## src/rtl/sublime_i2s_tx_pkg.sv

```systemverilog
// Shared I2S transmitter defaults and helpers for the sublime audio path.
// LRCLK_LEFT is the word-select level that marks the left channel slot.
package sublime_i2s_tx_pkg;

  localparam int I2S_CLK_DIV = 4;
  localparam int I2S_SLOT_W  = 32;
  localparam int I2S_DATA_W  = 24;

  localparam logic LRCLK_LEFT = 1'b0;

  // Counter width that never collapses to zero bits.
  function automatic int cnt_w(input int n);
    return (n > 1) ? $clog2(n) : 1;
  endfunction

endpackage

```

## src/rtl/sublime_i2s_clkgen.sv

```systemverilog
// BCLK generator: divides clk by 2*CLK_DIV and flags the cycle whose edge
// drives BCLK low, which is the only edge the serialiser acts on.
module sublime_i2s_clkgen
  import sublime_i2s_tx_pkg::*;
#(
  parameter int CLK_DIV = I2S_CLK_DIV
) (
  input  logic clk,
  input  logic rst_n,
  input  logic enable,
  output logic bclk,
  output logic fall_stb
);

  localparam int DW = cnt_w(CLK_DIV);

  logic [DW-1:0] div_cnt_q, div_cnt_d;
  logic          bclk_q, bclk_d;
  logic          term_cnt;

  assign term_cnt = (div_cnt_q == DW'(CLK_DIV - 1));

  always_comb begin
    div_cnt_d = div_cnt_q;
    bclk_d    = bclk_q;
    if (!enable) begin
      div_cnt_d = '0;
      bclk_d    = 1'b0;
    end else if (term_cnt) begin
      div_cnt_d = '0;
      bclk_d    = ~bclk_q;
    end else begin
      div_cnt_d = div_cnt_q + 1'b1;
    end
  end

  always_ff @(posedge clk or negedge rst_n) begin
    if (!rst_n) begin
      div_cnt_q <= '0;
      bclk_q    <= 1'b0;
    end else begin
      div_cnt_q <= div_cnt_d;
      bclk_q    <= bclk_d;
    end
  end

  assign bclk     = bclk_q;
  assign fall_stb = enable & term_cnt & bclk_q;

endmodule

```

## src/rtl/sublime_i2s_tx.sv

```systemverilog
// Philips I2S transmitter: latches a stereo frame at each frame start and
// shifts it out MSB first, one BCLK behind the word-select transition.
module sublime_i2s_tx
  import sublime_i2s_tx_pkg::*;
#(
  parameter int CLK_DIV = I2S_CLK_DIV,
  parameter int SLOT_W  = I2S_SLOT_W,
  parameter int DATA_W  = I2S_DATA_W
) (
  input  logic        clk,
  input  logic        rst_n,
  input  logic        enable,
  input  logic [31:0] left_sample,
  input  logic [31:0] right_sample,
  input  logic        sample_valid,
  output logic        sample_ack,
  output logic        underrun,
  output logic        i2s_bclk,
  output logic        i2s_lrclk,
  output logic        i2s_sdata
);

  localparam int FRAME_W = 2 * SLOT_W;
  localparam int BW      = cnt_w(FRAME_W);

  logic               fall_stb;
  logic               frame_start;
  logic [SLOT_W-1:0]  left_slot, right_slot;
  logic               unused_low_bits;

  logic [BW-1:0]      bit_cnt_q, bit_cnt_d;
  logic [FRAME_W-1:0] shreg_q, shreg_d;
  logic               lrclk_q, lrclk_d;
  logic               delay_q, delay_d;
  logic               sdata_q, sdata_d;
  logic               ack_q, ack_d;
  logic               underrun_q, underrun_d;

  sublime_i2s_clkgen #(.CLK_DIV(CLK_DIV)) u_clkgen (
    .clk      (clk),
    .rst_n    (rst_n),
    .enable   (enable),
    .bclk     (i2s_bclk),
    .fall_stb (fall_stb)
  );

  assign frame_start     = fall_stb & (bit_cnt_q == BW'(FRAME_W - 1));
  assign unused_low_bits = ^{left_sample, right_sample};

  // Only the top DATA_W bits of each sample are sent; the rest of the slot is zero.
  always_comb begin
    left_slot                          = '0;
    right_slot                         = '0;
    left_slot[SLOT_W-1 -: DATA_W]  = left_sample[31 -: DATA_W];
    right_slot[SLOT_W-1 -: DATA_W] = right_sample[31 -: DATA_W];
  end

  always_comb begin
    bit_cnt_d  = bit_cnt_q;
    shreg_d    = shreg_q;
    lrclk_d    = lrclk_q;
    delay_d    = delay_q;
    sdata_d    = sdata_q;
    ack_d      = 1'b0;
    underrun_d = 1'b0;
    if (!enable) begin
      bit_cnt_d = BW'(FRAME_W - 1);
      shreg_d   = '0;
      lrclk_d   = 1'b0;
      delay_d   = 1'b0;
      sdata_d   = 1'b0;
    end else if (fall_stb) begin
      bit_cnt_d = frame_start ? '0 : bit_cnt_q + 1'b1;
      lrclk_d   = (bit_cnt_d >= BW'(SLOT_W)) ? ~LRCLK_LEFT : LRCLK_LEFT;
      if (frame_start) begin
        shreg_d    = sample_valid ? {left_slot, right_slot} : '0;
        ack_d      = sample_valid;
        underrun_d = ~sample_valid;
      end else begin
        shreg_d = {shreg_q[FRAME_W-2:0], 1'b0};
      end
      // The delay bit takes the post-load MSB so the left MSB lands at bit_cnt=1.
      sdata_d = delay_q;
      delay_d = shreg_d[FRAME_W-1];
    end
  end

  always_ff @(posedge clk or negedge rst_n) begin
    if (!rst_n) begin
      bit_cnt_q  <= BW'(FRAME_W - 1);
      shreg_q    <= '0;
      lrclk_q    <= 1'b0;
      delay_q    <= 1'b0;
      sdata_q    <= 1'b0;
      ack_q      <= 1'b0;
      underrun_q <= 1'b0;
    end else begin
      bit_cnt_q  <= bit_cnt_d;
      shreg_q    <= shreg_d;
      lrclk_q    <= lrclk_d;
      delay_q    <= delay_d;
      sdata_q    <= sdata_d;
      ack_q      <= ack_d;
      underrun_q <= underrun_d;
    end
  end

  assign i2s_lrclk  = lrclk_q;
  assign i2s_sdata  = sdata_q;
  assign sample_ack = ack_q;
  assign underrun   = underrun_q;

endmodule

```

## config.mk

```make
export PLATFORM = sky130hd
export DESIGN_NAME = sublime_i2s_tx
export DESIGN_NICKNAME = d
export VERILOG_FILES = /design/src/rtl/sublime_i2s_tx_pkg.sv /design/src/rtl/sublime_i2s_clkgen.sv /design/src/rtl/sublime_i2s_tx.sv
export SDC_FILE = /design/constraint.sdc
export NUM_CORES = 1
export LEC_CHECK = 0
export CAP_MARGIN = 15
export CELL_PAD_IN_SITES_DETAIL_PLACEMENT = 1
export CELL_PAD_IN_SITES_GLOBAL_PLACEMENT = 1
export CORE_ASPECT_RATIO = 0.5
export CORE_UTILIZATION = 40
export CTS_BUF_LIST = sky130_fd_sc_hd__clkbuf_8
export DETAILED_ROUTE_END_ITERATION = 8
export PLACE_DENSITY_LB_ADDON = 0.1
export SKIP_CTS_REPAIR_TIMING = 1
export SLEW_MARGIN = 15
export SYNTH_ARGS = -nofsm -noshare
export SYNTH_HDL_FRONTEND = slang
export SYNTH_SLANG_ARGS = --single-unit
```

## constraint.sdc

```tcl
create_clock -name clk -period 2.1 [get_ports clk]
set_clock_uncertainty 0.15 [all_clocks]
set_input_delay 0.42 -clock clk [delete_from_list [all_inputs] [get_ports clk]]
set_output_delay 0.42 -clock clk [all_outputs]
set_load 0.05 [all_outputs]
```

==> results.txt, run 1 <==
The flow ran to the end, and the final reports show no timing, DRC or antenna violations. The number of buffers inserted during clock tree synthesis came out at 9. The total number of yosys warnings came out at 0. The synthesized area is about 3600 µm².

The final max-slew violation count is 0. The critical path capture point type is a register. In this run the power density over the cells is around 600 nW/µm².

The nature of the critical path startpoint is a register. The number of buffers between clock root and the deepest sink came out at 2. The endpoint required time on the critical path is between 2 and 2.5 ns.

The category of the critical setup timing path is register to register. The final number of hold-violating endpoints was 0. Dividing the detail-routed wire length by the instance count gives between 15 and 20 µm.

The standby leakage power came out at roughly 1.9 nW. The final critical path time including I/O delays and setup came out at approximately 1.9 ns. The clock tree synthesis step divided the H-tree into 3 levels. Among all cell types in the netlist, the one instantiated most often is o211ai_1. Adding up every negative setup slack in the final design gives 0 ns. The area growth from synthesis to layout is 26.0%. The synthesized netlist devotes 26.0% of its cell area to compound gates.

TritonCTS built the clock tree. Setup repair after global routing left no endpoint under its margin. The number of I/O port buffers came out at 56. The core outline area came out at between 8000 and 9000 µm².

The count of flip-flops with a built-in enable after synthesis came out at 0. The total half-perimeter wirelength after legalization and detailed placement is between 6 and 7 mm. Counting every net in the synthesized netlist gives 442. The via density per instance is 5.85. The worst path arrival time came out at between 2 and 2.5 ns. The root buffer cell is clkbuf_8. The portion of netlist area occupied by mux cells is 0%. For this design the top-level I/O count stands at 73. Synthesis inferred ~70 register bits.

After synthesis, the mean cell area works out to ~9.6 µm². The first-pass detailed-route iteration total came out at 4. The total overflow left after global routing is 0. The number of failing setup endpoints in the final timing report came out at 0.

Along the worst path, the maximum fanout reaches 35. The overall die height is around 69 µm. The final standard cell area without fillers is 4490 µm².

The highest achievable clock rate came out at 521 MHz. The largest net degree at the start of global routing came out at 70. The most common flop cell mapped by yosys is dfrtp_1.

Sorting the synthesized cells by area gives the leading types as dfrtp_1 (44%), o211ai_1 (16%), nand3_1 (8.4%). The area enclosed by the die boundary came out at 9320 µm². The number of sinks handled by clock tree synthesis is 69. The tightest slew margin relative to the limit is ~66%.

The part of the cycle the worst path needs is about nine tenths. The number of max-capacitance violations reported is 0. Of the cells placed in the final design, the portion with a size suffix greater than 1 is 16.4%. The first-pass GRT wire length came out at 15.7 mm.

The number of DRC markers after the initial detailed-route iteration came out at 232. The number of cells produced by synthesis is 372. The number of DRC violations after detailed routing came out at 0. The overall global routing resource usage is 22.0%.

The simple-gate portion of the synthesized area is a little under a fifth. The number of different library cells used by synthesis comes to 29. The area share of the largest cell type after synthesis came out at 44.2%. Prior to clock tree synthesis, the placed netlist has a worst setup slack of ~0.072 ns.

The final weighted congestion in routability-driven placement is 0.794. The sequential-to-total area share from yosys stat is about half. The count of nets after finishing came out at 487. The later pin in the worst-skew pair is clocked with a latency of ~0.35 ns. The placed instances occupy a cell area of between 4000 and 5000 µm². Across all setup checks in the final design, the least slack found is ~0.18 ns. The share of synthesized registers carrying an async set or reset came out at 100%.

0 antenna diodes ended up in the layout. The starting utilization of the core area came out at a little over two fifths. The reg-to-reg setup timing slack is roughly 0.18 ns.

The vias after detailed routing came out at 3117. In this run the worst hold path is classified as input port to register. Once detail routing completed, the nets flagged for antenna violations numbered 0. Sorting the synthesized cells by how often they occur yields o211ai_1 (77), nand2_1 (66), dfrtp_1 (63). At the pin with the least slew margin, the transition time is 0.504 ns.

By area, the combinational part of the netlist is dominated by compound AO/OA/AOI/OAI gates. The number of antenna violations at the first check in global routing came out at 0. The via count of the first global-routing pass is 3262.

The cell taking the most area after synthesis is dfrtp_1. The routed design has roughly 9.4 mm of wire. Summing the areas of all xor and xnor instances in the mapped netlist gives less than 1% of the synthesized area. The maximum vdd drop is between 0.3 and 0.4 mV. The floorplan die width is 136 µm. The initialized floorplan defines 23 standard-cell rows. The post-synthesis share of cell area spent on full adders, half adders and majority gates is 0.702%. After clock tree synthesis, the clock-pin slew on the worst setup and hold paths is approximately 0.07 ns.
[final timing paths]
path,start,endpoint,cells after the start
worst max-delay path,bit_cnt_q[0]$_DFFE_PN1P_,shreg_q[44]$_DFFE_PN0P_,5
worst min-delay path,sample_valid,shreg_q[8]$_DFFE_PN0P_,4
worst max register to register,bit_cnt_q[0]$_DFFE_PN1P_,shreg_q[44]$_DFFE_PN0P_,5
worst min register to register,u_clkgen.div_cnt_q[0]$_DFF_PN0_,u_clkgen.div_cnt_q[0]$_DFF_PN0_,1
max in group asynchronous,rst_n,bit_cnt_q[2]$_DFFE_PN1P_,3
min in group asynchronous,rst_n,underrun$_DFF_PN0_,3
[cell families (layout without fill, tap and decap cells)]
group / after synthesis / count (layout)
xor+xnor: 2 / 2
buf+inv: 42 / 91
simple gates: 142 / 142
compound gates: 115 / 115
fa+ha+maj: 2 / 2
flops: 69 / 69
[metal layers]
| layer | vias up | track usage (%) | routed length [µm] |
|---|---|---|---|
| li1 | 1466 | - | - |
| met1 | 1580 | 27.6 | 4420 |
| met2 | 61 | 38.5 | 4490 |
| met3 | 10 | 5.12 | 387 |
| met4 | 0 | 6.88 | 99 |
| met5 | - | 0 | 0 |
[cell type report]
| cell class | instances | area, µm² |
|---|---|---|
| clock buffer | 11 | 151 |
| clock inverter | 4 | 41.3 |
| fill | 914 | 3820 |
| multi-input combinational | 261 | 1640 |
| sequential | 69 | 1730 |
| tap | 112 | 140 |
| timing repair buffer | 76 | 783 |
[registers in the layout, indices dropped and copies added (netlist names)]
register,flops
bit_cnt_q,6
delay_q,1
i2s_lrclk,1
i2s_sdata,1
sample_ack,1
shreg_q,55
u_clkgen.bclk,1
u_clkgen.div_cnt_q,2
underrun,1
[report_power, final]
part	leakage, nW	internal, W	switching [W]
logic	0.823	0.000123	0.000140
registers	0.941	0.00134	0.00000910
clock network	0.109	0.000595	0.000489
[critical path: stages, from the launching register on]
cell and delay (ns):
dfstp_2 0.59, ha_1 0.23, nand2_2 0.10, or2_2 0.32, buf_12 0.19, o211ai_1 0.23
[metrics by stage]
stage / hold slack, ns / power [W] / cells / util, %
2_1_floorplan: -0.0256 / 0.00146 / 372 / -
3_3_place_gp: 0.273 / 0.00163 / 517 / 51.6
3_5_place_dp: 0.287 / 0.00164 / 517 / 51.6
4_1_cts: -0.0505 / 0.00273 / 532 / 53.9
5_1_grt: 0.331 / 0.00281 / 533 / 54.0
6_report: 0.291 / 0.00269 / 533 / 54.0
[cell usage in the layout (no fill, tap or decap), types with 6 or more instances in the layout]
| cell type | n |
|---|---|
| o211ai_1 | 77 |
| o211ai_2 | 19 |
| dfrtp_1 | 63 |
| nand3_1 | 60 |
| o21ai_0 | 11 |
| buf_12 | 7 |
| buf_4 | 16 |
| nand2_1 | 65 |
| clkbuf_8 | 11 |
| clkdlybuf4s50_1 | 49 |
| dfstp_2 | 6 |
Note: power is estimated with default switching activity, not from simulation.
==> run 2: changes to the inputs <==
- clock period: 2.1 -> 1.95 ns (I/O delays scaled with it)
==> results.txt, run 2 (synthesis results as in run 1) <==
The CTS tree is yes. The final total negative setup slack came to 0 ns (unchanged). The number of buffers between clock root and the deepest sink came out at 2 (unchanged).

The storage element area came out at 1730 µm² (unchanged). In this run the most used layer during global routing was met2. The first-pass detailed-route iteration total came out at 4 (unchanged).

The largest net degree at the start of global routing is 55 (-21%). The most critical setup path has its endpoint at shreg_q[50]$_DFFE_PN0P_. The end-of-flow core utilization came out at 55.0% (+0.95 points).

The standby leakage power came out at 1.89 nW (+0.97%). The area used by multi-input combinational logic is 1650 µm² (+0.30%). The starting utilization of the core area came out at 42.9% (unchanged). The total wire length came to 9.80 mm (+4.3%). The number of max-capacitance violations reported is 0 (unchanged).

The worst hold path belongs to the class input port to register. The maximum vdd drop came to 0.343 mV (+12%). The sum of overflow across all layers after global routing came out at 0 (unchanged).

shreg_q holds more flip-flops than any other register. The overall global routing resource usage is 23.5% (+1.4 points). The core outline area is 8320 µm² (unchanged).

The vias after detailed routing is 3114 (-0.096%). The depth of the worst register-to-register path came out at 5 (unchanged). The post-CTS clock slew at the launch and capture registers of the worst setup and hold paths came out at 0.07 ns (about the same). The worst setup path is of the register to register kind. The number of failing setup endpoints in the final timing report is 0 (unchanged). The count of nets after finishing was 492 (+1.0%). The number of H-tree branching levels is 3 (unchanged). The number of I/O port buffers came out at 56 (unchanged).

The total half-perimeter wirelength after legalization and detailed placement is 6.44 mm (+5.9%). The number of sinks handled by clock tree synthesis came out at 69 (unchanged). The via count of the first global-routing pass was 3274 (+0.37%). The overall power came to 0.00294 W (+9.2%). The met2 global-route usage was 38.6% (+0.13 points). The startpoint identified for the worst register-to-register timing path is bit_cnt_q[1]$_DFFE_PN1P_. The number of DRC violations after detailed routing came out at 0 (unchanged). The area growth from synthesis to layout came out at 28.2%. The startpoint of the tightest hold check path is sample_valid.

The flip-flop count of the largest register after layout is 55 (unchanged). The overall die height came to 68.8 µm (unchanged). The maximum fanout along the worst path is 13 (-63%). In this run the clock root is driven by a clkbuf_8. The critical path starts at bit_cnt_q[1]$_DFFE_PN1P_. The number of filler cells placed in the layout is 917 (+0.33%). The fraction of met1 tracks used by global routing is 30.4% (+2.8 points). Setup repair after global routing left no endpoint under its margin.

The critical path capture point type is a register. The first-pass GRT wire length came to 16.5 mm (+4.6%). The worst path arrival time is 1.94 ns (-0.08 ns). The endpoint required time on the critical path came out at 2.08 ns (-0.12 ns). The remaining antenna violation count after routing came out at 0 (unchanged). The area enclosed by the die boundary came out at 9320 µm² (unchanged). The final critical path time including I/O delays and setup came out at 1.81 ns (-0.107 ns). The number of buffers inserted during clock tree synthesis came to 9 (unchanged). The highest achievable clock rate came out at 551 MHz (+5.9%).

Leaving out fill and tap cells, the most frequent cell in the layout is o211ai_1. The flow ran to the end, and the final reports show no timing, DRC or antenna violations. The final weighted congestion in routability-driven placement was 0.794 (about the same). The endpoint identified for the worst register-to-register timing path is shreg_q[50]$_DFFE_PN0P_.

The boundary pin count came out at 73 (unchanged). The nature of the critical path startpoint is a register. The antenna diode count was 0 (unchanged). The power density of the placed cells was 644 nW/µm² (+7.3%). The largest registers in the layout are shreg_q: 55 flops, bit_cnt_q: 6 flops, u_clkgen.div_cnt_q: 2 flops. The number of DRC markers after the initial detailed-route iteration is 163 (-30%). The via density per instance came out at 5.78 (-1.2%). The number of antenna violations at the first check in global routing is 0 (unchanged). The tightest slew margin relative to the limit came out at 69.5% (+3.1 points).

The final number of hold-violating endpoints came to 0 (unchanged). The insertion delay to the later sink of the worst-skew pair came out at 0.37 ns (+0.02 ns). The final max-slew violation count came out at 0 (unchanged). The floorplan die width came out at 136 µm (unchanged). The routing usage on met3 came out at 5.92% (+0.80 points). The transition time at the pin with the least slew margin was 0.457 ns (-0.0471 ns). The reg-to-reg setup timing slack came to 0.14 ns (-0.04 ns).

The standard-cell row count came out at 23 (unchanged). In the layout the commonest cells are o211ai_1 (77), nand2_1 (65), dfrtp_1 (63). The detail-routed net length per standard cell is 18.2 µm (+3.2%).

The part of the cycle the worst path needs came out at 93.0% (+1.6 points). The layout cell share with drive strength beyond 1 is 18.5% (+2.1 points).
[run 2: changes by cell type in the layout (fill, tap and decap cells not counted), sizes merged]
| cell | previous run | this run |
|---|---|---|
| buf | 25 | 30 |
| clkinv | 0 | 4 |
| dlymetal6s2s | 1 | 0 |
| inv | 3 | 1 |
[run 2: worst max-delay path, stage by stage (launching register included)]
cell      delay (ns)
dfstp_2         0.58
ha_2            0.21
nand2_2         0.09
or2_4           0.28
buf_4           0.21
o211ai_1        0.22
[run 2: worst min path at each step]
stage	endpoint	slack (ns)	depth (start not counted)
6_report	shreg_q[8]$_DFFE_PN0P_	0.27	4
5_1_grt	shreg_q[8]$_DFFE_PN0P_	0.30	4
3_3_place_gp	shreg_q[26]$_DFFE_PN0P_	0.18	1
3_5_place_dp	shreg_q[26]$_DFFE_PN0P_	0.19	1
2_1_floorplan	delay_q$_DFFE_PN0P_	-0.06	0
4_1_cts	shreg_q[26]$_DFFE_PN0P_	-0.21	1
[run 2: metrics by stage]
stage | hold slack (ns) | cell area [µm²] | std cells | setup WS, ns
5_1_grt | 0.298 | 4570 | 539 | 0.0447
3_3_place_gp | 0.183 | 4330 | 520 | -0.0128
3_5_place_dp | 0.193 | 4330 | 520 | -0.0908
2_1_floorplan | -0.0556 | 3570 | 372 | 0.0793
4_1_cts | -0.206 | 4530 | 536 | 0.0422
6_report | 0.269 | 4570 | 539 | 0.136
[run 2: routing by layer]
| metal | vias up | part of all wire [%] |
|---|---|---|
| met2 | 60 | 48 |
| met4 | 0 | 1.3 |
| met3 | 13 | 4.6 |
| li1 | 1473 | - |
| met5 | - | 0 |
| met1 | 1568 | 46 |
[run 2: power breakdown]
group / total, W / leakage (nW) / switching [W] / internal, W
clock: 0.00119 / 0.107 / 0.000576 / 0.000612
combinational: 0.000305 / 0.843 / 0.000156 / 0.000149
sequential: 0.00145 / 0.941 / 0.00000904 / 0.00144
[run 2: area by class of cell]
class,count,share of cell area (%)
tap,112,3.06
clock buffer,10,3.01
sequential,69,37.9
clock inverter,6,1.18
multi-input combinational,261,36.1
timing repair buffer,81,18.8
==> run 3: changes to the inputs <==
- SETUP_SLACK_MARGIN: unset -> 0.1
- SKIP_CTS_REPAIR_TIMING: 1 -> unset
==> results.txt, run 3 (synthesis results as in run 1) <==
The run finished with clean final reports. The number of sinks handled by clock tree synthesis came out at 69 (unchanged). The worst hold path terminates at shreg_q[8]$_DFFE_PN0P_. The library cell used most frequently in the layout, excluding fill and tap cells, is o211ai_1. The endpoint required time on the critical path is 2.06 ns (-0.02 ns). The overall global routing resource usage is 22.1% (-1.3 points). The total wire length came out at 9.50 mm (-3.1%).

The number of failing setup endpoints in the final timing report came out at 0 (unchanged). The critical path capture point type is a register. The layout cell share with drive strength beyond 1 was 18.2% (-0.34 points). The number of DRC violations after detailed routing came out at 0 (unchanged). The standard-cell row count came out at 23 (unchanged). Setup repair after global routing left no endpoint under its margin. The flip-flop count of the largest register after layout came out at 55 (unchanged).

The category of the critical setup timing path is register to register. The number of H-tree branching levels is 3 (unchanged). The number of antenna violations at the first check in global routing is 0 (unchanged). The maximum fanout along the worst path is 31 (+18). The area enclosed by the die boundary is 9320 µm² (unchanged).

The largest net degree at the start of global routing came out at 54 (-1.8%). The largest registers in the layout are shreg_q: 55 flops, bit_cnt_q: 6 flops, u_clkgen.div_cnt_q: 2 flops. The part of the cycle the worst path needs is 91.3% (-1.7 points). The starting utilization of the core area is 42.9% (unchanged).

The via count of the first global-routing pass is 3090 (-5.6%). The first-pass GRT wire length is 15.7 mm (-4.6%). The depth of the worst register-to-register path came out at 5 (unchanged). The number of filler cells placed in the layout came out at 929 (+1.3%). The final critical path time including I/O delays and setup is 1.78 ns (-0.0334 ns). The boundary pin count came out at 73 (unchanged). The reg-to-reg setup timing slack came out at 0.17 ns (+0.03 ns). The final weighted congestion in routability-driven placement was 0.785 (-1.1%). The number of buffers inserted during clock tree synthesis came out at 9 (unchanged). In this run the critical register-to-register path is launched from bit_cnt_q[0]$_DFFE_PN1P_. The detail-routed net length per standard cell came to 17.7 µm (-2.6%).

The number of buffers between clock root and the deepest sink is 2 (unchanged). The top cell types in the final layout, fill and taps aside, are o211ai_1 (77), nand2_1 (65), dfrtp_1 (62). The final standard cell area without fillers is 4520 µm² (-1.2%). The standby leakage power came to 1.86 nW (-1.5%). The number of instances on the worst hold path came out at 4 (unchanged). The transition time at the pin with the least slew margin came out at 0.586 ns (+0.129 ns). The antenna diode count is 0 (unchanged). The top register by number of flip-flops is shreg_q.

The highest achievable clock rate was 561 MHz (+1.9%). The end-of-flow core utilization came out at 54.3% (-0.66 points). The vias after detailed routing is 3103 (-0.35%). The worst setup margin came to 0.169 ns (+0.0334 ns). The via density per instance is 5.79 (+0.20%). The post-CTS clock slew at the launch and capture registers of the worst setup and hold paths is 0.07 ns (about the same). The power density of the placed cells was 633 nW/µm² (-1.6%). The floorplan die width is 136 µm (unchanged). TritonCTS built the clock tree.

The setup slack at placement came out at -0.0553 ns (+0.0355 ns). The number of DRC markers after the initial detailed-route iteration is 173 (+6.1%). The number of I/O port buffers is 56 (unchanged). The worst path arrival time came out at 1.89 ns (-0.05 ns). The maximum vdd drop came to 0.307 mV (-10%). The final max-slew violation count came out at 0 (unchanged). The root buffer cell is clkbuf_8. STA classifies the critical path startpoint as a register.

In this run the critical register-to-register path is captured at shreg_q[61]$_DFFE_PN0P_. The first-pass detailed-route iteration total came to 4 (unchanged). The tightest slew margin relative to the limit is 61.0% (-8.5 points).

The remaining antenna violation count after routing is 0 (unchanged). The count of nets after finishing came out at 491 (-0.20%). The insertion delay to the later sink of the worst-skew pair was 0.34 ns (-0.03 ns). The core outline area is 8320 µm² (unchanged). The number of max-capacitance violations reported came out at 0 (unchanged).

The overall power is 0.00286 W (-2.8%). The total half-perimeter wirelength after legalization and detailed placement is 6.24 mm (-3.1%). The final number of hold-violating endpoints is 0 (unchanged).

The area growth from synthesis to layout is 26.7%. The post-detailed-placement cell area came to 4280 µm² (-1.2%). The startpoint identified for the worst hold timing path is sample_valid. The tightest min-delay check is of the input port to register type. The overall die height came out at 68.8 µm (unchanged). The sum of overflow across all layers after global routing is 0 (unchanged).
run 3: what timing repair did:
item	4_1_cts	5_1_grt
setup endpoints to repair	18	54
gates resized for setup	2	3
pin swaps	2	3
hold buffers	1	0
setup buffers	0	3
hold endpoints to repair	16	0
run 3: stage by stage:
step / hold slack, ns / instances / TNS, ns
detailed placement: 0.272 / 518 / -0.0553
finish: 0.277 / 536 / 0
floorplan: -0.0556 / 372 / 0
global route: 0.289 / 536 / 0
CTS: 0.268 / 533 / 0
global placement: 0.253 / 518 / 0
run 3: layout make-up:
type / instances / area (µm²) / share of cell area, %
repair buffers: 80 / 803 / 17.8
multi-input cells: 261 / 1660 / 36.7
clock buffers: 10 / 138 / 3.05
well taps: 112 / 140 / 3.10
clock inverters: 4 / 42.5 / 0.942
flip-flops and latches: 69 / 1740 / 38.4
run 3: worst max-delay path by stage:
stage | startpoint | to | slack (ns) | depth (start not counted)
after CTS | bit_cnt_q[0]$_DFFE_PN1P_ | shreg_q[43]$_DFFE_PN0P_ | 0.1 | 5
final | bit_cnt_q[0]$_DFFE_PN1P_ | shreg_q[61]$_DFFE_PN0P_ | 0.17 | 5
after detailed placement | enable | shreg_q[30]$_DFFE_PN0P_ | -0.06 | 5
after floorplan | u_clkgen.div_cnt_q[0]$_DFF_PN0_ | shreg_q[19]$_DFFE_PN0P_ | 0.20 | 8
after global routing | bit_cnt_q[0]$_DFFE_PN1P_ | delay_q$_DFFE_PN0P_ | 0.1 | 5
after global placement | enable | shreg_q[30]$_DFFE_PN0P_ | 0.03 | 5
run 3: routing by layer:
| layer | wire [µm] | global-route usage, % | vias to the layer above |
|---|---|---|---|
| met1 | 4490 | 28.6 | 1568 |
| met4 | 91 | 6.88 | 0 |
| met3 | 365 | 5.34 | 11 |
| met2 | 4550 | 37.2 | 54 |
| met5 | 0 | 0 | - |
| li1 | - | - | 1470 |
run 3: report_power, final:
group | switching, W | internal (W)
clock network | 0.000514 | 0.000600
registers | 0.00000953 | 0.00144
logic | 0.000153 | 0.000140
total | 0.000677 | 0.00218
run 3: critical path, stage by stage, from the launching register on:
cell,delay [ns]
dfstp_2,0.58
ha_4,0.16
nand2_2,0.07
or2_2,0.32
buf_12,0.19
o211ai_1,0.21
